**src/rtl/barrel_shifter_pipe.sv**
```systemverilog
// Pipelined logarithmic barrel shifter (SLL/SRL/SRA/ROL/ROR) for the ALU shift path.
// Right-going modes are bit-reversed on entry and exit so a single left-shift core serves every mode.
module barrel_shifter_pipe #(
  parameter int DATA_W        = 32,
  parameter int SHAMT_W       = $clog2(DATA_W),
  parameter int LVL_PER_STAGE = 2
) (
  input  logic               clk_i,
  input  logic               rstn_i,
  input  logic               flush_i,
  input  logic               in_valid_i,
  output logic               in_ready_o,
  input  logic [DATA_W-1:0]  in_data_i,
  input  logic [SHAMT_W-1:0] in_shamt_i,
  input  logic [2:0]         in_mode_i,
  output logic               out_valid_o,
  input  logic               out_ready_i,
  output logic [DATA_W-1:0]  out_data_o,
  output logic               out_err_o
);

  localparam int DEPTH = (SHAMT_W + LVL_PER_STAGE - 1) / LVL_PER_STAGE;

  localparam logic [2:0] MODE_SLL = 3'd0;
  localparam logic [2:0] MODE_SRL = 3'd1;
  localparam logic [2:0] MODE_SRA = 3'd2;
  localparam logic [2:0] MODE_ROL = 3'd3;
  localparam logic [2:0] MODE_ROR = 3'd4;

  function automatic logic [DATA_W-1:0] bit_rev(input logic [DATA_W-1:0] d);
    logic [DATA_W-1:0] r;
    for (int i = 0; i < DATA_W; i++) r[i] = d[DATA_W-1-i];
    return r;
  endfunction

  // One mux level: the low half of the concatenation supplies either wrap bits or fill bits.
  function automatic logic [DATA_W-1:0] shl_lvl(input logic [DATA_W-1:0] d, input int amt,
                                                input logic rot, input logic fill);
    logic [2*DATA_W-1:0] t;
    t = {d, (rot ? d : {DATA_W{fill}})} << amt;
    return t[2*DATA_W-1:DATA_W];
  endfunction

  function automatic logic is_right(input logic [2:0] m);
    return (m == MODE_SRL) || (m == MODE_SRA) || (m == MODE_ROR);
  endfunction

  function automatic logic is_rot(input logic [2:0] m);
    return (m == MODE_ROL) || (m == MODE_ROR);
  endfunction

  logic               stall;
  logic               advance;
  logic               front_legal;
  logic [DATA_W-1:0]  front_data;
  logic [SHAMT_W-1:0] front_shamt;
  logic               front_fill;

  always_comb begin
    front_legal = (in_mode_i == MODE_SLL) || (in_mode_i == MODE_ROL) || is_right(in_mode_i);
    front_data  = is_right(in_mode_i) ? bit_rev(in_data_i) : in_data_i;
    front_shamt = front_legal ? in_shamt_i : '0;
    front_fill  = (in_mode_i == MODE_SRA) && in_data_i[DATA_W-1];
  end

  for (genvar k = 0; k < DEPTH; k++) begin : stg
    localparam int LO = k * LVL_PER_STAGE;
    localparam int HI = ((k + 1) * LVL_PER_STAGE > SHAMT_W) ? SHAMT_W : (k + 1) * LVL_PER_STAGE;
    localparam bit LAST = (k == DEPTH - 1);

    logic [DATA_W-1:0]   src_data;
    logic [SHAMT_W-1:LO] src_shamt;
    logic [2:0]          src_mode;
    logic                src_fill;
    logic                src_err;
    logic                src_vld;
    logic [DATA_W-1:0]   nxt_data;
    logic [DATA_W-1:0]   data;
    logic                err;
    logic                vld;

    if (k == 0) begin : g_src
      assign src_data  = front_data;
      assign src_shamt = front_shamt;
      assign src_mode  = in_mode_i;
      assign src_fill  = front_fill;
      assign src_err   = ~front_legal;
      assign src_vld   = in_valid_i;
    end else begin : g_src
      assign src_data  = stg[k-1].data;
      assign src_shamt = stg[k-1].g_carry.shamt;
      assign src_mode  = stg[k-1].g_carry.mode;
      assign src_fill  = stg[k-1].g_carry.fill;
      assign src_err   = stg[k-1].err;
      assign src_vld   = stg[k-1].vld;
    end

    always_comb begin
      nxt_data = src_data;
      for (int j = LO; j < HI; j++)
        if (src_shamt[j]) nxt_data = shl_lvl(nxt_data, 1 << j, is_rot(src_mode), src_fill);
      if (LAST && is_right(src_mode)) nxt_data = bit_rev(nxt_data);
    end

    always_ff @(posedge clk_i or negedge rstn_i) begin
      if (!rstn_i)      vld <= 1'b0;
      else if (flush_i) vld <= 1'b0;
      else if (advance) vld <= src_vld;
    end

    // Output stage is architecturally visible and must read zero out of reset.
    if (LAST) begin : g_out
      always_ff @(posedge clk_i or negedge rstn_i) begin
        if (!rstn_i) begin
          data <= '0;
          err  <= 1'b0;
        end else if (advance) begin
          data <= nxt_data;
          err  <= src_err;
        end
      end
    end else begin : g_carry
      logic [SHAMT_W-1:HI] shamt;
      logic [2:0]          mode;
      logic                fill;

      always_ff @(posedge clk_i) begin
        if (advance) begin
          data  <= nxt_data;
          err   <= src_err;
          shamt <= src_shamt[SHAMT_W-1:HI];
          mode  <= src_mode;
          fill  <= src_fill;
        end
      end
    end
  end

  assign out_valid_o = stg[DEPTH-1].vld;
  assign out_data_o  = stg[DEPTH-1].data;
  assign out_err_o   = stg[DEPTH-1].err;

  // Whole pipe stalls as one unit; bubbles are deliberately not squeezed out.
  assign stall      = out_valid_o & ~out_ready_i;
  assign advance    = ~stall;
  assign in_ready_o = advance;

endmodule

```
**config.mk**
```make
export PLATFORM = sky130hd
export DESIGN_NAME = barrel_shifter_pipe
export DESIGN_NICKNAME = d
export VERILOG_FILES = /design/src/rtl/barrel_shifter_pipe.sv
export SDC_FILE = /design/constraint.sdc
export NUM_CORES = 1
export LEC_CHECK = 0
export BUFFER_PORTS_ARGS = -buffer_cell sky130_fd_sc_hd__buf_2
export CORE_MARGIN = 5
export CORE_UTILIZATION = 30
export CTS_CLUSTER_SIZE = 30
export DETAILED_ROUTE_END_ITERATION = 8
export SLEW_MARGIN = 15
export SYNTH_ARGS = -nofsm -noshare
export SYNTH_HDL_FRONTEND = slang
export SYNTH_SLANG_ARGS = --single-unit
```
**constraint.sdc**
```tcl
create_clock -name clk_i -period 12.3 [get_ports clk_i]
set_input_delay 2.46 -clock clk_i [delete_from_list [all_inputs] [get_ports clk_i]]
set_output_delay 2.46 -clock clk_i [all_outputs]
set_load 0.01 [all_outputs]
```
==> results of run 1 <==
## cells by family after synthesis
| group | count (synthesis) |
|---|---|
| flip-flops | 114 |
| multiplexers | 100 |
| buffers and inverters | 58 |
| AO/OA/AOI/OAI | 167 |
| XOR/XNOR | 4 |
| AND/OR/NAND/NOR | 173 |
## registers in the layout (all words and copies together), names as in the netlist, 2 cells and up
register	cells
out_data_o	32
stg.g_carry.shamt	4
stg.vld	2
stg.err	2
stg.g_carry.fill	2
stg.data	64
stg.g_carry.mode	6
## layer usage
metal	wire, µm	track usage [%]	part of all wire (%)	vias to the layer above
li1	-	-	-	2487
met1	8250	19.3	51	2406
met2	6760	17.7	42	171
met3	994	3.85	6.2	11
met4	124	2.82	0.77	0
met5	0	0	0	-
## final timing paths
| path | to | slack, ns | from | cells past startpoint |
|---|---|---|---|---|
| worst max-delay path | in_ready_o | 5.75 | out_ready_i | 5 |
| worst min-delay path | stg[1].err$_DFFE_PN_ | 0.42 | stg[0].err$_DFFE_PN_ | 0 |
| worst max register to register | out_data_o[5]$_DFFE_PN0N_ | 9.71 | stg[1].g_carry.mode[1]$_DFFE_PN_ | 4 |
| worst min register to register | stg[1].err$_DFFE_PN_ | 0.42 | stg[0].err$_DFFE_PN_ | 0 |
| max in group asynchronous | out_data_o[13]$_DFFE_PN0N_ | 9.69 | rstn_i | 1 |
| min in group asynchronous | stg[0].vld$_DFFE_PN0P_ | 2.11 | rstn_i | 1 |
## where the power goes
part	leakage, nW	internal (mW)	switching (mW)	total [mW]
Clock	0.302	0.357	0.171	0.528
Combinational	1.69	0.147	0.168	0.314
Sequential	1.27	0.504	0.0537	0.558
Total	3.26	1.01	0.392	1.40
## cell usage after synthesis, drive strengths merged, types with 18 or more instances
master | count | share of area [%]
edfxtp | 78 | 34
mux2 | 32 | 5.4
a21oi | 18 | 1.3
o21ai | 50 | 3.7
clkbuf | 32 | 1.8
buf | 23 | 2.1
mux2i | 46 | 6.8
nand2 | 53 | 2.9
dfrtp | 36 | 13
a221o | 32 | 4.7
nor2 | 94 | 5.2
mux4 | 22 | 7.5
## worst max-delay path: stages
cell and delay [ns]:
buf_2 0.10, nor2b_2 0.09, buf_4 0.36, clkinv_2 0.68, buf_2 0.38
## final cells by class
cell class                 count  share of cell area, %
clock buffer                  17                   5.30
clock inverter                15                   2.63
inverter                       3                  0.156
multi-input combinational    444                   41.0
sequential                   114                   40.4
tap                          285                   4.44
timing repair buffer          91                   6.05
## through the flow
stage	cell area (µm²)	hold WS, ns
6_report	8030	0.420
5_1_grt	8030	0.433
4_1_cts	8020	0.422
3_5_place_dp	7380	0.409
3_3_place_gp	7380	0.403
2_1_floorplan	6800	0.400
==> impl_metrics.json, run 1 <==
{
  "die_x_um": 161,
  "n_fill_cell": 2233,
  "hold_viol": 0,
  "synth_mux_area_share_pct": 19.6,
  "grt_use_total_pct": 12.7,
  "final.setup.worst_slack_ns": 5.75,
  "ys_types": 47,
  "grt_max_degree": 52,
  "placement.setup.worst_slack_ns": 5.74,
  "max_slew_margin_pct": 38.6,
  "place_congestion": 0.817,
  "power-per-cell-area_mw_per_mm2": 174,
  "die_boundary_height_um": 161,
  "clock_sinks": 114,
  "power_leakage_nw": 3.26,
  "finalMaxSlewViolations": 0,
  "final_layout_size_suffix_gt1_share_pct": 26.6,
  "layout.cells.most_common": "nor2_1",
  "sequential_cell_area_fraction_in_the_yosys_report_pct": 47.7,
  "timing.max_cap.violations": 0,
  "start_kind": "input port",
  "numPlacedInstances": 937,
  "arrival_ns": 4.09,
  "holdBufCountCts": 0,
  "ctsLongestPathBuffers": 2,
  "root_buffer": "clkbuf_16",
  "final-seq-area_mm2": 0.00324,
  "setup-violations-final": 0,
  "synth-simple-area-share_pct": 10.7,
  "synthCells": 616,
  "insertion_delay_ns": 0.42,
  "first_pass_grt_wire_length_mm": 26.5,
  "multiInputGateArea_mm2": 0.00329,
  "num_antenna_cells": 0,
  "min_period_over_period_pct": 53.2,
  "final_util_pct": 35.7,
  "first_global_vias": 4740,
  "grt-ovfl-total": 0,
  "drt_wl_total_mm": 16.1,
  "clk_pin_slew_worst_paths_ns": 0.05,
  "synth-edff-count": 78,
  "worstSetupPathType": "in2out",
  "required_time_reported_for_the_critical_path_endpoint_ns": 9.84,
  "drt_iter0_markers": 393,
  "post_synth_fa_ha_maj_area_fraction_pct": 0,
  "largest_family_of_logic_cells_by_synthesized_area": "multiplexers",
  "tritoncts_clock_tree": "yes",
  "max-vdd-ir-drop_mv": 0.0973,
  "yosys.area_share.xor_xnor_pct": 0.515,
  "run_status": "complete, no violations",
  "finalPower_mw": 1.40,
  "post_synthesis_instance_area_mm2": 0.00680,
  "min_period_ns": 6.55,
  "setup_repair_bufs_after_cts": 0,
  "hp-class": "reg2reg",
  "final_cell_mix": "nor2_1 (92), buf_2 (79), edfxtp_1 (78), nand2_1 (53), o21ai_0 (48)",
  "area_delta_synth_final_pct": 18.0,
  "drc_errors": 0,
  "floorplan.io_pins": 80,
  "fmaxAchievable_mhz": 153,
  "critPathCaptureType": "primary output",
  "grt_setup_unrepaired": "false",
  "post_synthesis_register_bit_count": 114,
  "instances_no_fill": 969,
  "cts.htree.levels": 4,
  "fin_nets": 716,
  "clock-skew-final_ns": 0.00708,
  "synth_top_flop_cell": "edfxtp_1",
  "postCtsResizedCells": 0,
  "detail_route.first_pass.iterations": 5,
  "detailedPlacementHpwl_mm": 11.6,
  "fp.dieArea_mm2": 0.0258,
  "drtAntennaViolNets": 0,
  "antenna_found_initial": 0,
  "post_synth.cell_area_avg_um2": 11.0,
  "ys_async_sr_fraction_pct": 31.6,
  "start_util_pct": 30.2,
  "critical_path_peak_fanout": 48,
  "worst_slew_pin_slew_ns": 0.918,
  "num_rows": 55,
  "route.detailed.wl_per_inst_um": 16.6,
  "via_count": 5075,
  "drt-vias-per-instance": 5.24,
  "synth_fp_nets": 661,
  "placeableCoreArea_mm2": 0.0225,
  "yosysWarningCount": 0,
  "final.setup.tns_ns": 0,
  "portBuffers": 79,
  "cts_buffers": 17,
  "synth-compound-area-share_pct": 17.5
}
No activity file was read; power rests on OpenSTA's default activity.
==> run 2: changes to the inputs <==
==> constraint.sdc (replaced) <==
create_clock -name clk_i -period 6.14 [get_ports clk_i]
set_input_delay 1.228 -clock clk_i [delete_from_list [all_inputs] [get_ports clk_i]]
set_output_delay 1.228 -clock clk_i [all_outputs]
set_load 0.01 [all_outputs]
==> run 2 against run 1 <==
Die area did not move. Clock skew rose by 0.00066 ns. Via count rose by 0.65%. Count of clock-buffer cells in the layout rose by 5. Flip-flop and latch count did not move. Global-route usage fell by 0.10 points. Core utilization fell by 0.27 points. Routed wire length rose by 1.0%. Worst setup slack got worse by 3.0 ns. Sequential power rose by 100%. Critical path type unchanged. Largest cell class unchanged.
==> impl_metrics.json, run 2 (synthesis results as in run 1) <==
{
  "run_status": "complete, no violations",
  "power_leakage_nw": 3.25,
  "final_util_pct": 35.4,
  "grt_max_degree": 95,
  "fp.dieArea_mm2": 0.0258,
  "first_pass_grt_wire_length_mm": 26.4,
  "drt-vias-per-instance": 5.29,
  "detailedPlacementHpwl_mm": 11.6,
  "setup_repair_bufs_after_cts": 0,
  "top_register": "stg.data",
  "hp-class": "reg2reg",
  "max_slew_margin_pct": 22.9,
  "final_layout_size_suffix_gt1_share_pct": 26.6,
  "r2r-start": "stg[1].g_carry.mode[1]$_DFFE_PN_",
  "postCtsResizedCells": 0,
  "num_antenna_cells": 0,
  "start_kind": "input port",
  "min_period_over_period_pct": 54.9,
  "placeableCoreArea_mm2": 0.0225,
  "r2r_cells": 4,
  "drc_errors": 0,
  "timing.critical_path.cells": "buf_2 > nor2b_2 > buf_4 > clkinv_2 > buf_2",
  "instances_no_fill": 966,
  "finalMaxSlewViolations": 0,
  "die_x_um": 161,
  "min_delay_path_depth": 0,
  "setup-violations-final": 0,
  "detail_route.first_pass.iterations": 5,
  "cts.htree.levels": 4,
  "grt_setup_unrepaired": "false",
  "start_util_pct": 30.2,
  "n_fill_cell": 2189,
  "critical_path_peak_fanout": 39,
  "clk_pin_slew_worst_paths_ns": 0.05,
  "cpMaxStageDelayCell": "buf_4",
  "fin_nets": 713,
  "clock-skew-final_ns": 0.00774,
  "num_rows": 55,
  "required_time_reported_for_the_critical_path_endpoint_ns": 4.91,
  "cts_buffers": 17,
  "holdBufCountCts": 0,
  "worst_slew_pin_slew_ns": 1.15,
  "hold_viol": 0,
  "grt_use_total_pct": 12.6,
  "root_buffer": "clkbuf_16",
  "arrival_ns": 2.14,
  "first_global_vias": 4863,
  "number_of_flip_flops_under_the_largest_register_name": 64,
  "final-seq-area_mm2": 0.00324,
  "drt_iter0_markers": 435,
  "power-per-cell-area_mw_per_mm2": 341,
  "worstHoldStart": "stg[0].g_carry.shamt[4]$_SDFFCE_PN0N_",
  "insertion_delay_ns": 0.41,
  "multiInputGateArea_mm2": 0.00329,
  "layout.cells.most_common": "nor2_1",
  "tritoncts_clock_tree": "yes",
  "numPlacedInstances": 934,
  "antenna_found_initial": 0,
  "final.setup.tns_ns": 0,
  "place_congestion": 0.820,
  "drtAntennaViolNets": 0,
  "cp_slowest_stage_delay_ns": 0.37,
  "final_cell_mix": "nor2_1 (93), buf_2 (79), edfxtp_1 (78), nand2_1 (53), o21ai_0 (48)",
  "worstSetupPathType": "in2out",
  "min_period_ns": 3.37,
  "critical_path.startpoint": "out_ready_i",
  "area_delta_synth_final_pct": 17.1,
  "grt-ovfl-total": 0,
  "die_boundary_height_um": 161,
  "max-vdd-ir-drop_mv": 0.214,
  "timing.critical_path.mode_cell": "buf_2",
  "floorplan.io_pins": 80,
  "drt_wl_total_mm": 16.3,
  "critPathCaptureType": "primary output",
  "ctsLongestPathBuffers": 2,
  "fmaxAchievable_mhz": 297,
  "via_count": 5108,
  "route.detailed.wl_per_inst_um": 16.9,
  "clock_sinks": 114,
  "timing.max_cap.violations": 0,
  "portBuffers": 79
}
==> run 2: final cells by class <==
cell class	instances	share of cell area (%)
clock inverter	10	1.16
tap	285	4.48
multi-input combinational	444	41.3
sequential	114	40.7
timing repair buffer	88	5.81
inverter	3	0.157
clock buffer	22	6.36
==> run 2: worst max-delay path, delay by kind of cell <==
family,cells,cell delay [ns]
simple gates,1,0.09
buf+inv,4,0.81
==> run 2: power by group <==
group          total [mW]  leakage [nW]  switching, mW  internal (mW)
clock               0.977         0.302          0.350          0.628
combinational       0.621          1.67          0.329          0.292
sequential           1.12          1.27          0.111           1.01
total                2.72          3.25          0.790           1.93
==> run 2: metal layers <==
metal  vias up  track usage [%]  wire [µm]
li1       2478                -          -
met1      2443             18.4       8060
met2       166             18.1       6910
met3        21             3.49       1110
met4         0             4.18        218
met5         -                0          0
==> run 2: metrics by stage <==
stage	hold slack, ns	instance area (µm²)	setup WS [ns]	power [mW]
2_1_floorplan	0.400	6800	0.972	1.54
3_3_place_gp	0.406	7360	2.20	1.75
3_5_place_dp	0.408	7360	2.06	1.76
4_1_cts	0.419	7960	2.53	2.74
5_1_grt	0.438	7970	2.71	2.86
6_report	0.420	7970	2.77	2.72
==> run 2: final timing paths <==
kind	slack, ns	to
setup / recovery	2.77	in_ready_o
max in group asynchronous	4.78	out_data_o[29]$_DFFE_PN0N_
hold / removal	0.42	stg[1].g_carry.shamt$_DFFE_PN_
min in group asynchronous	0.88	out_err_o$_DFFE_PN0N_
setup reg to reg	3.61	out_data_o[5]$_DFFE_PN0N_
hold reg to reg	0.42	stg[1].g_carry.shamt$_DFFE_PN_
==> run 3: changes to the inputs <==
==> constraint.sdc (replaced) <==
create_clock -name clk_i -period 3 [get_ports clk_i]
set_input_delay 0.6 -clock clk_i [delete_from_list [all_inputs] [get_ports clk_i]]
set_output_delay 0.6 -clock clk_i [all_outputs]
set_load 0.01 [all_outputs]
==> run 3 against run 2 <==
Routed wire length rose by 0.39%. Critical path depth did not move. Register-to-register slack got worse by 3.1 ns. First-iteration DRC count fell by 21%. Largest power group unchanged.
==> impl_metrics.json, run 3 (synthesis results as in run 1) <==
{
  "die_boundary_height_um": 161,
  "detail_route.first_pass.iterations": 5,
  "arrival_ns": 2.80,
  "grt_setup_unrepaired": "false",
  "die_x_um": 161,
  "clock-skew-final_ns": 0.00550,
  "hold_viol": 0,
  "layout.cells.most_common": "nor2_1",
  "worst_slew_pin_slew_ns": 1.00,
  "final_layout_size_suffix_gt1_share_pct": 27.7,
  "fmaxAchievable_mhz": 397,
  "drt-vias-per-instance": 5.19,
  "final.setup.worst_slack_ns": 0.481,
  "place_congestion": 0.806,
  "grt_max_degree": 75,
  "final.setup.tns_ns": 0,
  "worstSetupPathType": "reg2reg",
  "r2r_slack_ns": 0.48,
  "portBuffers": 79,
  "fin_worst_hold_slack_ns": 0.265,
  "via_count": 5095,
  "n_fill_cell": 2205,
  "final_util_pct": 36.2,
  "route.detailed.wl_per_inst_um": 16.7,
  "setup-violations-final": 0,
  "ctsLongestPathBuffers": 2,
  "numPlacedInstances": 949,
  "place_area_mm2": 0.00749,
  "clock_sinks": 114,
  "floorplan.io_pins": 80,
  "drtAntennaViolNets": 0,
  "max_slew_margin_pct": 33.3,
  "min_period_over_period_pct": 84.0,
  "drc_errors": 0,
  "fin_nets": 728,
  "max-vdd-ir-drop_mv": 0.401,
  "first_global_vias": 4816,
  "final-seq-area_mm2": 0.00324,
  "endpoint_of_the_worst_slack_reg_to_reg_timing_path": "out_data_o[19]$_DFFE_PN0N_",
  "hp-class": "in2async",
  "placeableCoreArea_mm2": 0.0225,
  "setup_repair_bufs_after_cts": 0,
  "postCtsResizedCells": 0,
  "first_pass_grt_wire_length_mm": 26.4,
  "start_kind": "flop",
  "grt_use_total_pct": 12.7,
  "placement.setup.worst_slack_ns": 0.433,
  "tritoncts_clock_tree": "yes",
  "num_antenna_cells": 0,
  "final_cell_area_mm2": 0.00814,
  "r2r-start": "stg[1].g_carry.mode[1]$_DFFE_PN_",
  "area_delta_synth_final_pct": 19.6,
  "power_leakage_nw": 3.35,
  "antenna_found_initial": 0,
  "drt_wl_total_mm": 16.4,
  "cts.htree.levels": 4,
  "critPathCaptureType": "flop",
  "top_register": "stg.data",
  "r2r_cells": 5,
  "run_status": "complete, no violations",
  "num_rows": 55,
  "cts_buffers": 17,
  "required_time_reported_for_the_critical_path_endpoint_ns": 3.28,
  "final_cell_mix": "nor2_1 (94), buf_2 (79), edfxtp_1 (78), nand2_1 (53), o21ai_0 (48)",
  "critical_path_peak_fanout": 17,
  "min_period_ns": 2.52,
  "root_buffer": "clkbuf_16",
  "number_of_flip_flops_under_the_largest_register_name": 64,
  "clk_pin_slew_worst_paths_ns": 0.05,
  "fp.dieArea_mm2": 0.0258,
  "multiInputGateArea_mm2": 0.00329,
  "instances_no_fill": 981,
  "grt-ovfl-total": 0,
  "start_util_pct": 30.2,
  "finalMaxSlewViolations": 0,
  "finalPower_mw": 5.71,
  "timing.max_cap.violations": 0,
  "drt_iter0_markers": 344,
  "insertion_delay_ns": 0.40,
  "holdBufCountCts": 0,
  "detailedPlacementHpwl_mm": 11.9,
  "power-per-cell-area_mw_per_mm2": 701
}
[run 3: how the worst max path moves through the flow]
stage                                           startpoint  slack [ns]                         end  cells past startpoint
final                     stg[1].g_carry.mode[1]$_DFFE_PN_        0.48  out_data_o[19]$_DFFE_PN0N_                      5
after global routing      stg[1].g_carry.mode[1]$_DFFE_PN_        0.25  out_data_o[19]$_DFFE_PN0N_                      5
after CTS                 stg[1].g_carry.mode[1]$_DFFE_PN_        0.48  out_data_o[19]$_DFFE_PN0N_                      5
after detailed placement                      in_mode_i[2]        0.43   stg[0].data[31]$_DFFE_PN_                      6
after global placement                        in_mode_i[2]        0.47   stg[0].data[31]$_DFFE_PN_                      6
after floorplan                                out_ready_i        0.31  out_data_o[18]$_DFFE_PN0N_                      7
[run 3: critical path: stages, from the launching register on]
cell      delay (ns)
edfxtp_1        0.44
nand2_1         0.07
nor2_1          0.68
or3b_1          0.58
a31oi_1         0.25
a221o_1         0.38
[run 3: layout make-up]
class                      instances  share of cell area [%]
inverter                           3                   0.154
clock buffer                      28                    7.67
multi-input combinational        444                    40.4
tap                              285                    4.38
clock inverter                     4                   0.292
timing repair buffer             103                    7.23
sequential                       114                    39.9
[run 3: per-layer routing]
layer,global-route usage (%),vias to the layer above,part of all wire [%]
li1,-,2513,-
met1,18.8,2436,51
met2,18.6,139,44
met3,3.46,7,4.8
met4,2.89,0,0.46
met5,0,-,0
[run 3: report_power, final]
part	switching [mW]	total [mW]	internal (mW)
clock network	0.685	2.10	1.42
registers	0.242	2.31	2.07
logic	0.671	1.29	0.620
